## config.mk

```make
export PLATFORM = sky130hd
export DESIGN_NAME = traffic_lane
export DESIGN_NICKNAME = d
export VERILOG_FILES = /design/src/rtl/traffic_lane_pkg.sv /design/src/rtl/traffic_lane_lfsr16.sv /design/src/rtl/traffic_lane.sv
export SDC_FILE = /design/constraint.sdc
export NUM_CORES = 1
export LEC_CHECK = 0
export ABC_AREA = 1
export CAP_MARGIN = 25
export CORE_UTILIZATION = 45
export CTS_BUF_LIST = sky130_fd_sc_hd__clkbuf_8
export CTS_CLUSTER_SIZE = 25
export DETAILED_ROUTE_END_ITERATION = 8
export PLACE_DENSITY = 0.74
export SYNTH_ARGS = -nofsm -noshare
export SYNTH_HDL_FRONTEND = slang
export SYNTH_SLANG_ARGS = --single-unit
export TNS_END_PERCENT = 50
```

## constraint.sdc

```tcl
create_clock -name clk -period 1.3 [get_ports clk]
set_input_delay 0.13 -clock clk [delete_from_list [all_inputs] [get_ports clk]]
set_output_delay 0.13 -clock clk [all_outputs]
set_load 0.05 [all_outputs]
```

## src/rtl/traffic_lane_pkg.sv

```systemverilog
// Shared constants and helpers for one frogger traffic lane.
// Holds the row width, LFSR taps and the car spacing limits.
package traffic_lane_pkg;

   localparam int          ROW_W     = 16;
   localparam logic [15:0] LFSR_TAPS = 16'hB400;
   localparam logic [2:0]  MIN_GAP   = 3'd2;
   localparam logic [2:0]  MAX_GAP   = 3'd6;

   // Right-shifting Galois step, taps 16,14,13,11
   function automatic logic [15:0] lfsr_next(
      input logic [15:0] s
   );
      return {1'b0, s[15:1]} ^ (s[0] ? LFSR_TAPS : 16'h0000);
   endfunction

endpackage

```

## src/rtl/traffic_lane_lfsr16.sv

```systemverilog
// 16-bit Galois LFSR used as the lane's car source.
// Loads seed on reset and steps only when advance is high.
module lfsr16
   import traffic_lane_pkg::*;
(
   input  logic        clk,
   input  logic        reset,
   input  logic        advance,
   input  logic [15:0] seed,
   output logic [15:0] state
);

   always_ff @(posedge clk) begin
      if (reset) begin
         state <= seed;
      end else if (advance) begin
         state <= lfsr_next(state);
      end
   end

endmodule

```

## src/rtl/traffic_lane.sv

```systemverilog
// One lane of cars: tick divider, spaced random spawn, shifter,
// and an edge-detected frog collision pulse.
module traffic_lane
   import traffic_lane_pkg::*;
#(
   parameter int          PERIOD   = 8,
   parameter bit          DIR_LEFT = 1'b1,
   parameter logic [15:0] SEED     = 16'hACE1
) (
   input  logic             clk,
   input  logic             reset,
   input  logic             tick,
   input  logic             pause,
   input  logic [ROW_W-1:0] frogRow,
   output logic [ROW_W-1:0] cars,
   output logic             hit
);

   localparam logic [15:0] SEED_EFF =
      (SEED == 16'h0000) ? 16'h0001 : SEED;
   localparam logic [7:0] LAST = 8'(PERIOD - 1);

   logic [7:0]       div;
   logic [2:0]       gap;
   logic [15:0]      lfsr;
   logic             ovp;
   logic             step;
   logic             cand;
   logic             spawn;
   logic             overlap;
   logic [ROW_W-1:0] cars_next;

   lfsr16 u_lfsr (
      .clk     (clk),
      .reset   (reset),
      .advance (step),
      .seed    (SEED_EFF),
      .state   (lfsr)
   );

   always_comb begin
      step    = tick & ~pause & (div == LAST);
      cand    = lfsr[0] & lfsr[1];
      overlap = |(cars & frogRow);
      spawn   = cand;
      // Spacing rules override the random candidate
      if (gap < MIN_GAP) begin
         spawn = 1'b0;
      end else if (gap == MAX_GAP) begin
         spawn = 1'b1;
      end
      if (DIR_LEFT) begin
         cars_next = {cars[ROW_W-2:0], spawn};
      end else begin
         cars_next = {spawn, cars[ROW_W-1:1]};
      end
   end

   always_ff @(posedge clk) begin
      if (reset) begin
         div  <= 8'd0;
         gap  <= MIN_GAP;
         cars <= '0;
         ovp  <= 1'b0;
         hit  <= 1'b0;
      end else begin
         ovp <= overlap;
         hit <= overlap & ~ovp & ~pause;
         if (tick && !pause) begin
            div <= step ? 8'd0 : div + 8'd1;
         end
         if (step) begin
            cars <= cars_next;
            if (spawn) begin
               gap <= 3'd0;
            end else if (gap != 3'd7) begin
               gap <= gap + 3'd1;
            end
         end
      end
   end

endmodule

```

==> flow_metrics.py, run 1 <==
metrics = {
    "sta": {
        "worst_pin_slew_ns": 0.315,
        "fin_crit_sh_pct": 103,
        "fin_crit_ns": 1.33,
        "final_hold_viol_count": 0,
        "fin_ws_ns": -0.0329,
        "timing.final.max_slew_violations": 0,
        "maxSlewHeadroom_pct": 78.9,
        "rsz0062_at_grt": "true",
        "fin_skew_ns": 0.00886,
        "setup_viol": 9,
        "fmax_mhz": 750,
    },
    "pwr": {
        "ir_worst_vdd_v": 0.000869,
        "powerDensity_nw_per_um2": 895,
        "p_leak_nw": 1.32,
    },
    "setup_path": {
        "crit_path_start": "div[1]$_SDFFE_PP0P_",
        "setup.worst_path.class": "reg2reg",
        "worst_r2r_endpoint": "cars[6]$_SDFFE_PP0P_",
        "r2r_start": "div[1]$_SDFFE_PP0P_",
        "cp.depth": 7,
        "max_stage_delay_ns": 0.36,
        "required_ns": 1.54,
        "worstPathCellList": "ha_4 -> nand4_4 -> nor2_4 -> clkbuf_16 -> clkbuf_16 -> o21ai_0 -> nor2_1",
        "critPathMaxFanout": 6,
        "critPathCaptureType": "flop",
        "critical_path.most_common_cell": "clkbuf_16",
        "critPathArrivalTime_ns": 1.57,
        "ff2ff_path_depth": 7,
        "crit_path_top_delay_cell": "dfxtp_2",
        "critPathLaunchType": "flop",
        "path_buf_inv": 2,
        "cp-endpoint": "cars[6]$_SDFFE_PP0P_",
        "crit_family": "flip-flops",
        "r2r_slack_ns": -0.03,
    },
    "synthesis": {
        "yosys.area_share.xor_xnor_pct": 2.31,
        "synth_area_um2": 1900,
        "synthAdderAreaFrac_pct": 2.64,
        "synthesis.nets": 283,
        "syn_area_per_cell_um2": 7.33,
        "ys_seq_area_share_pct": 47.5,
        "syn_inst": 259,
        "yosys.area_share.simple_pct": 30.6,
        "synth_warnings": 0,
        "ys_ff_latch": 45,
        "ys_types": 24,
        "synth-compound-area-share_pct": 10.1,
        "synth.area.mux_share_pct": 0,
        "synth_top_family_by_area": "simple AND/OR/NAND/NOR gates",
    },
    "routing": {
        "drt_pass1_iterations": 5,
        "drt_iter0_markers": 109,
        "vias_per_cell": 5.03,
        "num_vias": 1827,
        "drtAntennaViolNets": 0,
        "drt_wl_total_um": 4830,
        "post_drt_wl_per_cell_um": 13.3,
        "route.detailed.drc": 0,
    },
    "placement": {
        "dp.final_hpwl_um": 2920,
        "postPlaceCellArea_um2": 2560,
        "numPortBuffers": 36,
        "dp_slack_ns": -0.260,
        "place.gp.congestion": 0.738,
    },
    "finish": {
        "drive_above_1_share_pct": 25.9,
        "layout.nets": 336,
        "final_core_util_pct": 72.4,
        "syn_to_final_growth_pct": 53.7,
        "diodes": 0,
        "final_area_um2": 2920,
    },
    "clocking": {
        "path_clk_slew_ns": 0.09,
        "hold_buffers": 0,
        "htreeDepth": 2,
        "cts_buffer_depth": 2,
        "clock_sinks": 45,
        "clk_latency_ns": 0.30,
        "cts_tree": "done",
        "cts-root-buf": "clkbuf_8",
        "cts_buffers": 5,
    },
    "outcome": {
        "violations": "setup timing",
        "status": "finished, violations left",
    },
    "floorplanning": {
        "die_w_um": 66.9,
        "io_pins": 37,
        "dieArea_um2": 4480,
        "start_util_pct": 47.1,
        "core_area_um2": 4030,
        "std_cell_rows": 23,
        "fp.dieH_um": 66.9,
    },
    "global_routing": {
        "grt_max_degree": 34,
        "grt_pass1_wl_um": 7180,
        "antenna_found_initial": 0,
        "grt_overflow_total": 0,
        "grt_pass1_vias": 1616,
        "grt_usage_pct": 21.7,
    },
    "min_path": {
        "min_from": "u_lfsr.state[10]$_SDFFE_PP1P_",
        "hp-class": "reg2reg",
    },
    "job": {
        "maxCapViolations": 0,
    },
}
sequential cells by signal (all words and copies together), names as in the netlist:
name / cells
ovp: 1
div: 8
gap: 3
u_lfsr.state: 16
hit: 1
cars: 16
layer usage:
metal  vias up  global-route usage [%]  routed length [µm]
li1        932                       -                   -
met1       836                    24.1                2160
met2        48                    38.4                2360
met3        11                    6.68                 230
met4         0                    7.45                  80
met5         -                       0                   0
worst min-delay path by stage:
stage	depth (start not counted)	end
6_report	2	u_lfsr.state[9]$_SDFFE_PP0P_
4_1_cts	2	u_lfsr.state[9]$_SDFFE_PP0P_
5_1_grt	2	hit$_SDFF_PP0_
3_5_place_dp	2	u_lfsr.state[6]$_SDFFE_PP1P_
3_3_place_gp	2	u_lfsr.state[9]$_SDFFE_PP0P_
2_1_floorplan	2	hit$_SDFF_PP0_
synth_stat cells:
| library cell | n | area, µm² |
|---|---|---|
| nand2_1 | 64 | 240 |
| nor2_1 | 59 | 221 |
| dfxtp_1 | 45 | 901 |
| o21ai_0 | 19 | 95.1 |
| inv_1 | 13 | 48.8 |
| nand3_1 | 13 | 65.1 |
| a21oi_1 | 9 | 45.0 |
| o21ai_1 | 6 | 30.0 |
| ha_1 | 4 | 50.1 |
| xor2_1 | 4 | 35.0 |
| buf_2 | 3 | 15.0 |
| buf_4 | 3 | 22.5 |
| buf_6 | 3 | 33.8 |
| clkbuf_1 | 2 | 7.51 |
| nor3_1 | 2 | 10.0 |
| o211ai_1 | 2 | 15.0 |
| a31oi_1 | 1 | 6.26 |
| inv_2 | 1 | 3.75 |
| nand3b_1 | 1 | 7.51 |
| nand4_1 | 1 | 6.26 |
| nand4_2 | 1 | 12.5 |
| nor2_4 | 1 | 11.3 |
| or2_2 | 1 | 6.26 |
| xnor2_1 | 1 | 8.76 |
worst min-delay path, cell delays in order (launching register included):
cell and delay (ns):
dfxtp_1 0.30, inv_1 0.06, a21oi_1 0.06
cells by family (layout without fill, tap and decap cells):
family,count (synthesis),after routing
XOR/XNOR,5,5
AND/OR/NAND/NOR,143,143
AO/OA/AOI/OAI,37,37
buffers and inverters,25,79
adder cells (fa/ha/maj),4,4
flip-flops,45,45
layout make-up:
cell class              instances  area, µm²
repair buffers                 57        771
flip-flops and latches         45        908
clock inverters                 2       33.8
clock buffers                   6       82.6
well taps                      50       62.6
inverters                      14       60.1
multi-input cells             189        998
fillers                       286       1110
what timing repair did:
action	4_1_cts	5_1_grt
endpoints found under the setup margin	39	40
buffers inserted	3	0
gates cloned	0	2
resized for setup	22	31
pin swaps	4	11
stage by stage:
stage,hold slack (ns),setup TNS [ns],power (mW),std cells
after detailed placement,0.443,-7.69,1.54,350
after floorplan,0.292,0,1.45,259
after CTS,0.461,-0.0203,2.61,361
after global routing,0.493,-2.28,2.69,363
after global placement,0.435,-6.30,1.54,350
final,0.458,-0.153,2.61,363
report_power, final:
| part | leakage (nW) | total, mW | switching, mW | internal, mW |
|---|---|---|---|---|
| Sequential | 0.365 | 1.39 | 0.00468 | 1.38 |
| Clock | 0.0626 | 1.09 | 0.475 | 0.619 |
| Combinational | 0.888 | 0.128 | 0.0509 | 0.0767 |
| Total | 1.32 | 2.61 | 0.531 | 2.08 |
cell usage in the layout (no fill, tap or decap), drive strengths merged, types with 8 or more instances in the layout:
cell type and count:
buf 36, nor2 60, clkdlybuf4s50 19, nand2 64, clkbuf 8, inv 15, a21oi 9, dfxtp 45
nand3 13, o21ai 25
Power figures use the tool's default switching activity.
==> run 2: changes to the inputs <==
CELL_PAD_IN_SITES_DETAIL_PLACEMENT = 1   (was default)
CELL_PAD_IN_SITES_GLOBAL_PLACEMENT = 1   (was default)
CORE_UTILIZATION = 33   (was 45)
CTS_BUF_LIST = sky130_fd_sc_hd__clkbuf_16   (was sky130_fd_sc_hd__clkbuf_8)
PLACE_DENSITY = default   (was 0.74)
PLACE_DENSITY_LB_ADDON = 0.1   (was default)
==> flow_metrics.py, run 2 (synthesis results as in run 1) <==
metrics = {
    "outcome": {
        "status": "finished, final reports clean",
    },
    "pwr": {
        "ir_worst_vdd_v": 0.000613,
        "powerDensity_nw_per_um2": 973,
        "power_mw": 2.96,
        "p_leak_nw": 1.39,
    },
    "setup_path": {
        "ff2ff_path_depth": 7,
        "critPathMaxFanout": 7,
        "setup.worst_path.class": "reg2reg",
        "worst_r2r_endpoint": "cars[15]$_SDFFE_PP0P_",
        "critPathLaunchType": "flop",
        "critPathCaptureType": "flop",
        "r2r_slack_ns": 0.03,
        "required_ns": 1.52,
        "critPathArrivalTime_ns": 1.48,
        "r2r_start": "div[1]$_SDFFE_PP0P_",
    },
    "sta": {
        "worst_pin_slew_ns": 0.283,
        "maxSlewHeadroom_pct": 81.1,
        "setup_viol": 0,
        "timing.final.max_slew_violations": 0,
        "fin_ws_ns": 0.0341,
        "final_hold_viol_count": 0,
        "fin_crit_ns": 1.27,
        "fmax_mhz": 790,
        "rsz0062_at_grt": "true",
        "whs_ns": 0.454,
        "fin_crit_sh_pct": 97.4,
        "fin_skew_ns": 0.00571,
    },
    "finish": {
        "drive_above_1_share_pct": 27.6,
        "reg_top3": "cars (16), u_lfsr.state (16), div (8)",
        "seqCellArea_um2": 907,
        "layout.nets": 346,
        "diodes": 0,
        "multi_input_area_um2": 985,
        "syn_to_final_growth_pct": 60.3,
        "final_common_cell": "nand2_1",
        "final_area_um2": 3040,
        "final_cell_mix": "nand2_1, nor2_1, dfxtp_1",
        "fillers": 665,
    },
    "floorplanning": {
        "io_pins": 37,
        "std_cell_rows": 27,
        "die_w_um": 77.8,
        "start_util_pct": 34.3,
        "core_area_um2": 5540,
        "dieArea_um2": 6060,
        "fp.dieH_um": 77.8,
    },
    "min_path": {
        "hp-class": "reg2reg",
        "hold_path_end": "u_lfsr.state[12]$_SDFFE_PP0P_",
        "min_path_cells": 2,
        "min_from": "u_lfsr.state[12]$_SDFFE_PP0P_",
    },
    "global_routing": {
        "use_met1_pct": 22.6,
        "antenna_found_initial": 0,
        "grt_max_degree": 34,
        "grt_most_used_layer": "met2",
        "grt_pass1_vias": 1904,
        "grt_overflow_total": 0,
        "use_met3_pct": 4.35,
        "grt_usage_pct": 18.8,
        "grt_util_met2_pct": 32.2,
        "grt_pass1_wl_um": 8920,
    },
    "clocking": {
        "hold_buffers": 0,
        "cts_buffer_depth": 2,
        "cts_buffers": 5,
        "htreeDepth": 2,
        "cts_tree": "done",
        "cts-root-buf": "clkbuf_16",
        "clock_sinks": 45,
        "path_clk_slew_ns": 0.06,
        "clk_latency_ns": 0.28,
    },
    "placement": {
        "numPortBuffers": 36,
        "dp_slack_ns": -0.284,
        "postPlaceCellArea_um2": 2630,
        "dp.final_hpwl_um": 3370,
        "place.gp.congestion": 0.750,
    },
    "routing": {
        "route.detailed.drc": 0,
        "drtAntennaViolNets": 0,
        "drt_pass1_iterations": 4,
        "num_vias": 1873,
        "post_drt_wl_per_cell_um": 13.7,
        "vias_per_cell": 4.74,
        "drt_iter0_markers": 29,
        "drt_wl_total_um": 5390,
    },
    "job": {
        "maxCapViolations": 0,
    },
}
==> run 2: cell count changes in the layout (fill, tap and decap cells not counted), moves of 3 or more <==
cell       previous run  this run
clkbuf_16             2         6
nor2_1               47        53
o21ai_2               3         7
buf_4                13        23
o21ai_1              10         7
nor2_2                9         5
clkbuf_8              6         0
==> run 2: repair_timing <==
| action | CTS | global route |
|---|---|---|
| pin swaps | 4 | 15 |
| setup endpoints to repair | 39 | 39 |
| setup buffers | 3 | 3 |
| gates cloned | 2 | 1 |
| gates resized for setup | 14 | 40 |
==> run 2: power by group <==
group          leakage [nW]  internal [mW]  total [mW]  switching (mW)
Clock                0.0852          0.903        1.43           0.528
Combinational         0.941         0.0850       0.140          0.0547
Sequential            0.364           1.38        1.39         0.00518
Total                  1.39           2.37        2.96           0.588
==> run 2: worst max path at each step <==
stage	start	endpoint	slack, ns	depth (start not counted)
after detailed placement	tick	u_lfsr.state[4]$_SDFFE_PP0P_	-0.28	6
after floorplan	div[1]$_SDFFE_PP0P_	cars[6]$_SDFFE_PP0P_	0.01	7
after global placement	tick	u_lfsr.state[4]$_SDFFE_PP0P_	-0.25	6
final	div[1]$_SDFFE_PP0P_	cars[15]$_SDFFE_PP0P_	0.03	7
after CTS	div[0]$_SDFFE_PP0P_	cars[5]$_SDFFE_PP0P_	-0.02	7
after global routing	div[1]$_SDFFE_PP0P_	cars[12]$_SDFFE_PP0P_	-0.07	7
==> run 2: worst max-delay path, stage by stage (launching register included) <==
cell and delay [ns]:
dfxtp_2 0.35, ha_4 0.15, nand4_4 0.10, nor2_4 0.13, buf_12 0.16, buf_12 0.13
o21ai_0 0.07, nor2_1 0.10
==> run 2: through the flow <==
stage	utilization [%]	TNS, ns	instances
CTS	52.1	-0.0804	391
finish	54.9	0	395
floorplan	-	0	259
global placement	47.5	-8.35	378
detailed placement	47.5	-8.70	378
global route	54.9	-1.25	395
==> run 2: per-layer routing <==
| layer | vias up | wire, µm |
|---|---|---|
| met4 | 0 | 89 |
| li1 | 952 | - |
| met3 | 11 | 185 |
| met5 | - | 0 |
| met2 | 34 | 2670 |
| met1 | 876 | 2450 |
==> run 2: area by class of cell <==
type / count / share of cell area, %
Clock buffer: 5 / 4.11
Clock inverter: 3 / 1.40
Inverter: 14 / 1.97
Multi-Input combinational cell: 190 / 32.4
Sequential cell: 45 / 29.8
Tap cell: 72 / 2.96
Timing Repair Buffer: 66 / 27.4
==> run 3: changes to the inputs <==
CAP_MARGIN = 20   (was 25)
==> results of run 3 <==
Final layout, timing and power as in run 2 (identical DEF).
==> RTL change 1 (config.mk and constraints of run 3) <==
One comparison of `div` changes from == to >=.
--- a/src/rtl/traffic_lane.sv
+++ b/src/rtl/traffic_lane.sv
@@ -41,3 +41,3 @@
    always_comb begin
-      step    = tick & ~pause & (div == LAST);
+      step    = tick & ~pause & (div >= LAST);
       cand    = lfsr[0] & lfsr[1];
Behaviour: same outputs for any inputs over 10 cycles, from zero or initial values and one cycle with reset high; that may be too few to reach the edited logic, so the function may still have changed.
==> RTL change 1 against run 3 <==
  * The run now ends with negative setup slack left
  * Die area decreased by 1.7%
  * Highest routed layer unchanged
  * Total power increased by 8.7%
  * Largest cell class unchanged
  * Area after synthesis decreased by 1.7%
  * Clock skew decreased by 3.7 ps
  * Count of clock-buffer cells in the layout unchanged
  * Routed wire length decreased by 4.2%
  * Sequential cell count unchanged
  * Cell area decreased by 0.74%
  * Sequential share of layout area increased by 0.18 points
  * Setup slack got worse by 50 ps
  * Critical path depth increased by 2
==> RTL change 1: results (changes against run 3) <==
<table>
<tr><th>Metric</th><th>Value</th></tr>
<tr><th colspan="2">Status</th></tr>
<tr><td>Failing checks</td><td>negative setup slack</td></tr>
<tr><td>Status</td><td>finished with violations (was completed)</td></tr>
<tr><th colspan="2">Setup path</th></tr>
<tr><td>Worst-path maximum fanout</td><td>6 (was 7)</td></tr>
<tr><td>RR Endpoint</td><td>u_lfsr.state[10] (was cars[15])</td></tr>
<tr><td>Worst flop-to-flop path startpoint</td><td>div[0] (was div[1])</td></tr>
<tr><th colspan="2">Final layout</th></tr>
<tr><td>Number of nets at the end of the flow</td><td>330 (was 346)</td></tr>
<tr><td>Share of layout cells above drive strength 1</td><td>29.0% (was 27.6%)</td></tr>
<tr><td>Filler cell count</td><td>647 (was 665)</td></tr>
<tr><th colspan="2">Hold path</th></tr>
<tr><td>Startpoint of the tightest hold check path</td><td>div[6] (was u_lfsr.state[12])</td></tr>
<tr><td>Hold worst-path end</td><td>div[6] (was u_lfsr.state[12])</td></tr>
<tr><th colspan="2">STA</th></tr>
<tr><td>Count of endpoints failing setup in the final report</td><td>3 (was 0)</td></tr>
<tr><td>Final worst slack</td><td>-15.6 ps (was 34.1 ps)</td></tr>
<tr><th colspan="2">Detailed routing</th></tr>
<tr><td>Count of vias placed by the detailed router</td><td>1,779 (was 1,873)</td></tr>
<tr><td>Violation count after the first detailed-routing iteration</td><td>87 (was 29)</td></tr>
<tr><td>Overall routed net length</td><td>5.16 mm (was 5.39 mm)</td></tr>
<tr><th colspan="2">Synth</th></tr>
<tr><td>Top post-synthesis cells by count</td><td>sky130_fd_sc_hd__nor2_1 (70), sky130_fd_sc_hd__nand2_1 (56), sky130_fd_sc_hd__dfxtp_1 (45), sky130_fd_sc_hd__o21ai_0 (26), sky130_fd_sc_hd__nand3_1 (10) (was sky130_fd_sc_hd__nand2_1 (64), sky130_fd_sc_hd__nor2_1 (59), sky130_fd_sc_hd__dfxtp_1 (45), sky130_fd_sc_hd__o21ai_0 (19))</td></tr>
<tr><td>Count of distinct cell types in the synthesized netlist</td><td>23 (was 24)</td></tr>
<tr><th colspan="2">Power</th></tr>
<tr><td>Peak ir drop on the vdd network</td><td>571 uV (was 613 uV)</td></tr>
<tr><th colspan="2">Placed design</th></tr>
<tr><td>Cell area after placement</td><td>0.00261 mm2 (was 0.00263 mm2)</td></tr>
<tr><td>Worst setup slack before clock tree synthesis</td><td>-151 ps (was -284 ps)</td></tr>
</table>
==> RTL change 1: worst max-delay path by stage <==
stage	from	end	slack (ps)	depth (start not counted)
floorplan	div[0]	u_lfsr.state[13]	20	9
global placement	pause	cars[10]	-130	6
detailed placement	pause	cars[14]	-150	7
CTS	div[0]	u_lfsr.state[13]	-60	9
global route	div[0]	u_lfsr.state[10]	-80	9
finish	div[0]	u_lfsr.state[10]	-20	9
==> RTL change 1: repair_timing <==
action	in CTS	in global routing
buffers inserted	0	1
gates resized for setup	24	42
pin swaps	1	9
endpoints found under the setup margin	39	39
gates cloned	0	3
==> RTL change 1: logic make-up (layout without fill, tap and decap cells) <==
family | count (synthesis) | after routing | share of synthesized area [%]
AOI/OAI and AO/OA | 29 | 29 | 7.98
adders and majority gates | 4 | 4 | 2.68
buffers and inverters | 23 | 78 | 6.64
and+or+nand+nor | 146 | 146 | 32.1
xor gates and xnor gates | 5 | 5 | 2.35
DFF | 45 | 45 | 48.3
==> RTL change 1: power groups by stage <==
stage          clock network (uW)  registers, uW  logic [uW]
2_1_floorplan                   0           1420        57.4
6_report                     1640           1390         181
5_1_grt                      1720           1390         197
3_3_place_gp                    0           1420         156
3_5_place_dp                    0           1420         159
4_1_cts                      1670           1390         165
==> RTL change 1: metal layers <==
layer  vias up  track usage, %
met1       840            21.6
met5         -               0
met4         0            5.09
met2        32            30.2
li1        901               -
met3         6            3.81
==> RTL change 1: final cells by class <==
type | instances | area [um2] | area share (%)
Multi-Input combinational cell | 184 | 982 | 32.5
Sequential cell | 45 | 906 | 30.0
Timing Repair Buffer | 58 | 801 | 26.5
Clock buffer | 5 | 125 | 4.14
Tap cell | 72 | 90.1 | 2.98
Clock inverter | 3 | 68.8 | 2.28
Inverter | 12 | 47.5 | 1.57
==> RTL change 2 (settings of run 3) <==
Made on the original files. Change the parameter `DIR_LEFT` from 1'b1 to 1'b0.
--- a/src/rtl/traffic_lane.sv
+++ b/src/rtl/traffic_lane.sv
@@ -6,3 +6,3 @@
    parameter int          PERIOD   = 8,
-   parameter bit          DIR_LEFT = 1'b1,
+   parameter bit          DIR_LEFT = 1'b0,
    parameter logic [15:0] SEED     = 16'hACE1
Behaviour: no difference found for any inputs over 10 cycles, from zero or initial values and one cycle with reset high; that may be too few to reach the edited logic, so the function may still have changed.
==> RTL change 2 against run 3 <==
  * The flow now finishes with violations (negative setup slack)
  * Non-clock buffer count shrank 12
  * Combinational power down 11%
  * Setup slack worse by 44 ps
  * Routed wire length shrank 7.8%
  * Cell area shrank 5.7%
  * Clock skew up 0.63 ps
  * Sequential cell count stayed put
  * Via count fell by 5.1%
  * Total power down 8.9%
  * Area after synthesis up 0.92%
  * Sequential share of layout area grew 1.9 points
  * Maximum frequency decreased by 3.4%
  * Critical endpoint is now gap[0]
==> RTL change 2: results (changes against run 3) <==
<table>
<tr><th>Metric</th><th>Value</th></tr>
<tr><th colspan="2">Status</th></tr>
<tr><td>Status</td><td>finished with violations (was completed)</td></tr>
<tr><td>Failing checks</td><td>negative setup slack</td></tr>
<tr><th colspan="2">Final layout</th></tr>
<tr><td>Total area of sequential cells</td><td>908 um2 (was 907 um2)</td></tr>
<tr><td>Multi-input gate share of the layout cell area</td><td>33.4% (was 32.4%)</td></tr>
<tr><td>Sequential cell count</td><td>45 (unchanged)</td></tr>
<tr><td>Total number of multi-input combinational cells</td><td>188 (was 190)</td></tr>
<tr><th colspan="2">Power</th></tr>
<tr><td>Switching power as a share of total power</td><td>20.1% (was 19.9%)</td></tr>
<tr><td>Peak ir drop on the vdd network</td><td>650 uV (was 613 uV)</td></tr>
<tr><th colspan="2">Synth</th></tr>
<tr><td>Net count after synthesis</td><td>282 (was 283)</td></tr>
<tr><td>Part of the Yosys area used for sequential elements</td><td>47.0% (was 47.5%)</td></tr>
<tr><th colspan="2">Global route</th></tr>
<tr><td>Overall Global Routing Usage</td><td>17.5% (was 18.8%)</td></tr>
<tr><td>Vias in the first global route</td><td>1,872 (was 1,904)</td></tr>
<tr><th colspan="2">Setup path</th></tr>
<tr><td>Worst flop-to-flop path startpoint</td><td>div[0] (was div[1])</td></tr>
<tr><th colspan="2">Placed design</th></tr>
<tr><td>RePlAce Congestion</td><td>0.810 (was 0.750)</td></tr>
<tr><td>Half-perimeter wire length after detailed placement</td><td>3.37 mm (about the same)</td></tr>
<tr><th colspan="2">Clock tree</th></tr>
<tr><td>Setup bufs post-CTS</td><td>0 (was 3)</td></tr>
<tr><th colspan="2">STA</th></tr>
<tr><td>Final worst slack</td><td>-9.89 ps (was 34.1 ps)</td></tr>
<tr><td>Worst max-slew margin expressed relative to the limit</td><td>84.6% (was 81.1%)</td></tr>
<tr><td>Count of endpoints failing setup in the final report</td><td>1 (was 0)</td></tr>
<tr><th colspan="2">Die</th></tr>
<tr><td>Area of the die</td><td>0.00611 mm2 (was 0.00606 mm2)</td></tr>
</table>
[RTL change 2: cell types whose count changed after synthesis, moves of 2 or more]
cell and delta:
sky130_fd_sc_hd__o21ai_1 -6, sky130_fd_sc_hd__o21ai_0 +5, sky130_fd_sc_hd__buf_6 -2, sky130_fd_sc_hd__buf_4 -2
sky130_fd_sc_hd__nor2_2 +2, sky130_fd_sc_hd__nand2_1 -2, sky130_fd_sc_hd__buf_2 +2
[RTL change 2: cells by family after synthesis]
group | count (synthesis) | share of synthesized area (%)
DFF | 45 | 47.0
and+or+nand+nor | 143 | 32.5
buffers and inverters | 25 | 5.88
xor gates and xnor gates | 5 | 2.29
adders and majority gates | 4 | 2.61
AOI/OAI and AO/OA | 36 | 9.67
[RTL change 2: what timing repair did]
action | CTS | global route
setup endpoints to repair | 35 | 40
hold endpoints to repair | 0 | 0
pin swaps | 2 | 4
cloned | 0 | 1
gates resized for setup | 9 | 16
[RTL change 2: routing by layer]
layer / GRT usage (%) / wire length (um)
met5: 0 / 0
met4: 3.89 / 24
met3: 3.49 / 117
met2: 30.1 / 2470
met1: 22.6 / 2360
[RTL change 2: path summary, 6_finish.rpt]
path / slack (ps) / endpoint / cells past startpoint
max: -10 / gap[0] / 7
min: 440 / u_lfsr.state[12] / 2
max reg2reg: -10 / gap[0] / 7
min reg2reg: 440 / u_lfsr.state[12] / 2
[RTL change 2: per-stage QoR]
stage,instances,hold slack (ps),setup TNS [ps],setup slack (ps),utilization [%]
2_1_floorplan,258,199,0,12.7,-
3_3_place_gp,373,435,-6660,-216,47.6
3_5_place_dp,373,439,-7520,-243,47.6
4_1_cts,381,451,-0.449,-0.449,50.5
5_1_grt,382,474,-1940,-85.9,51.8
6_report,382,443,-9.89,-9.89,51.8
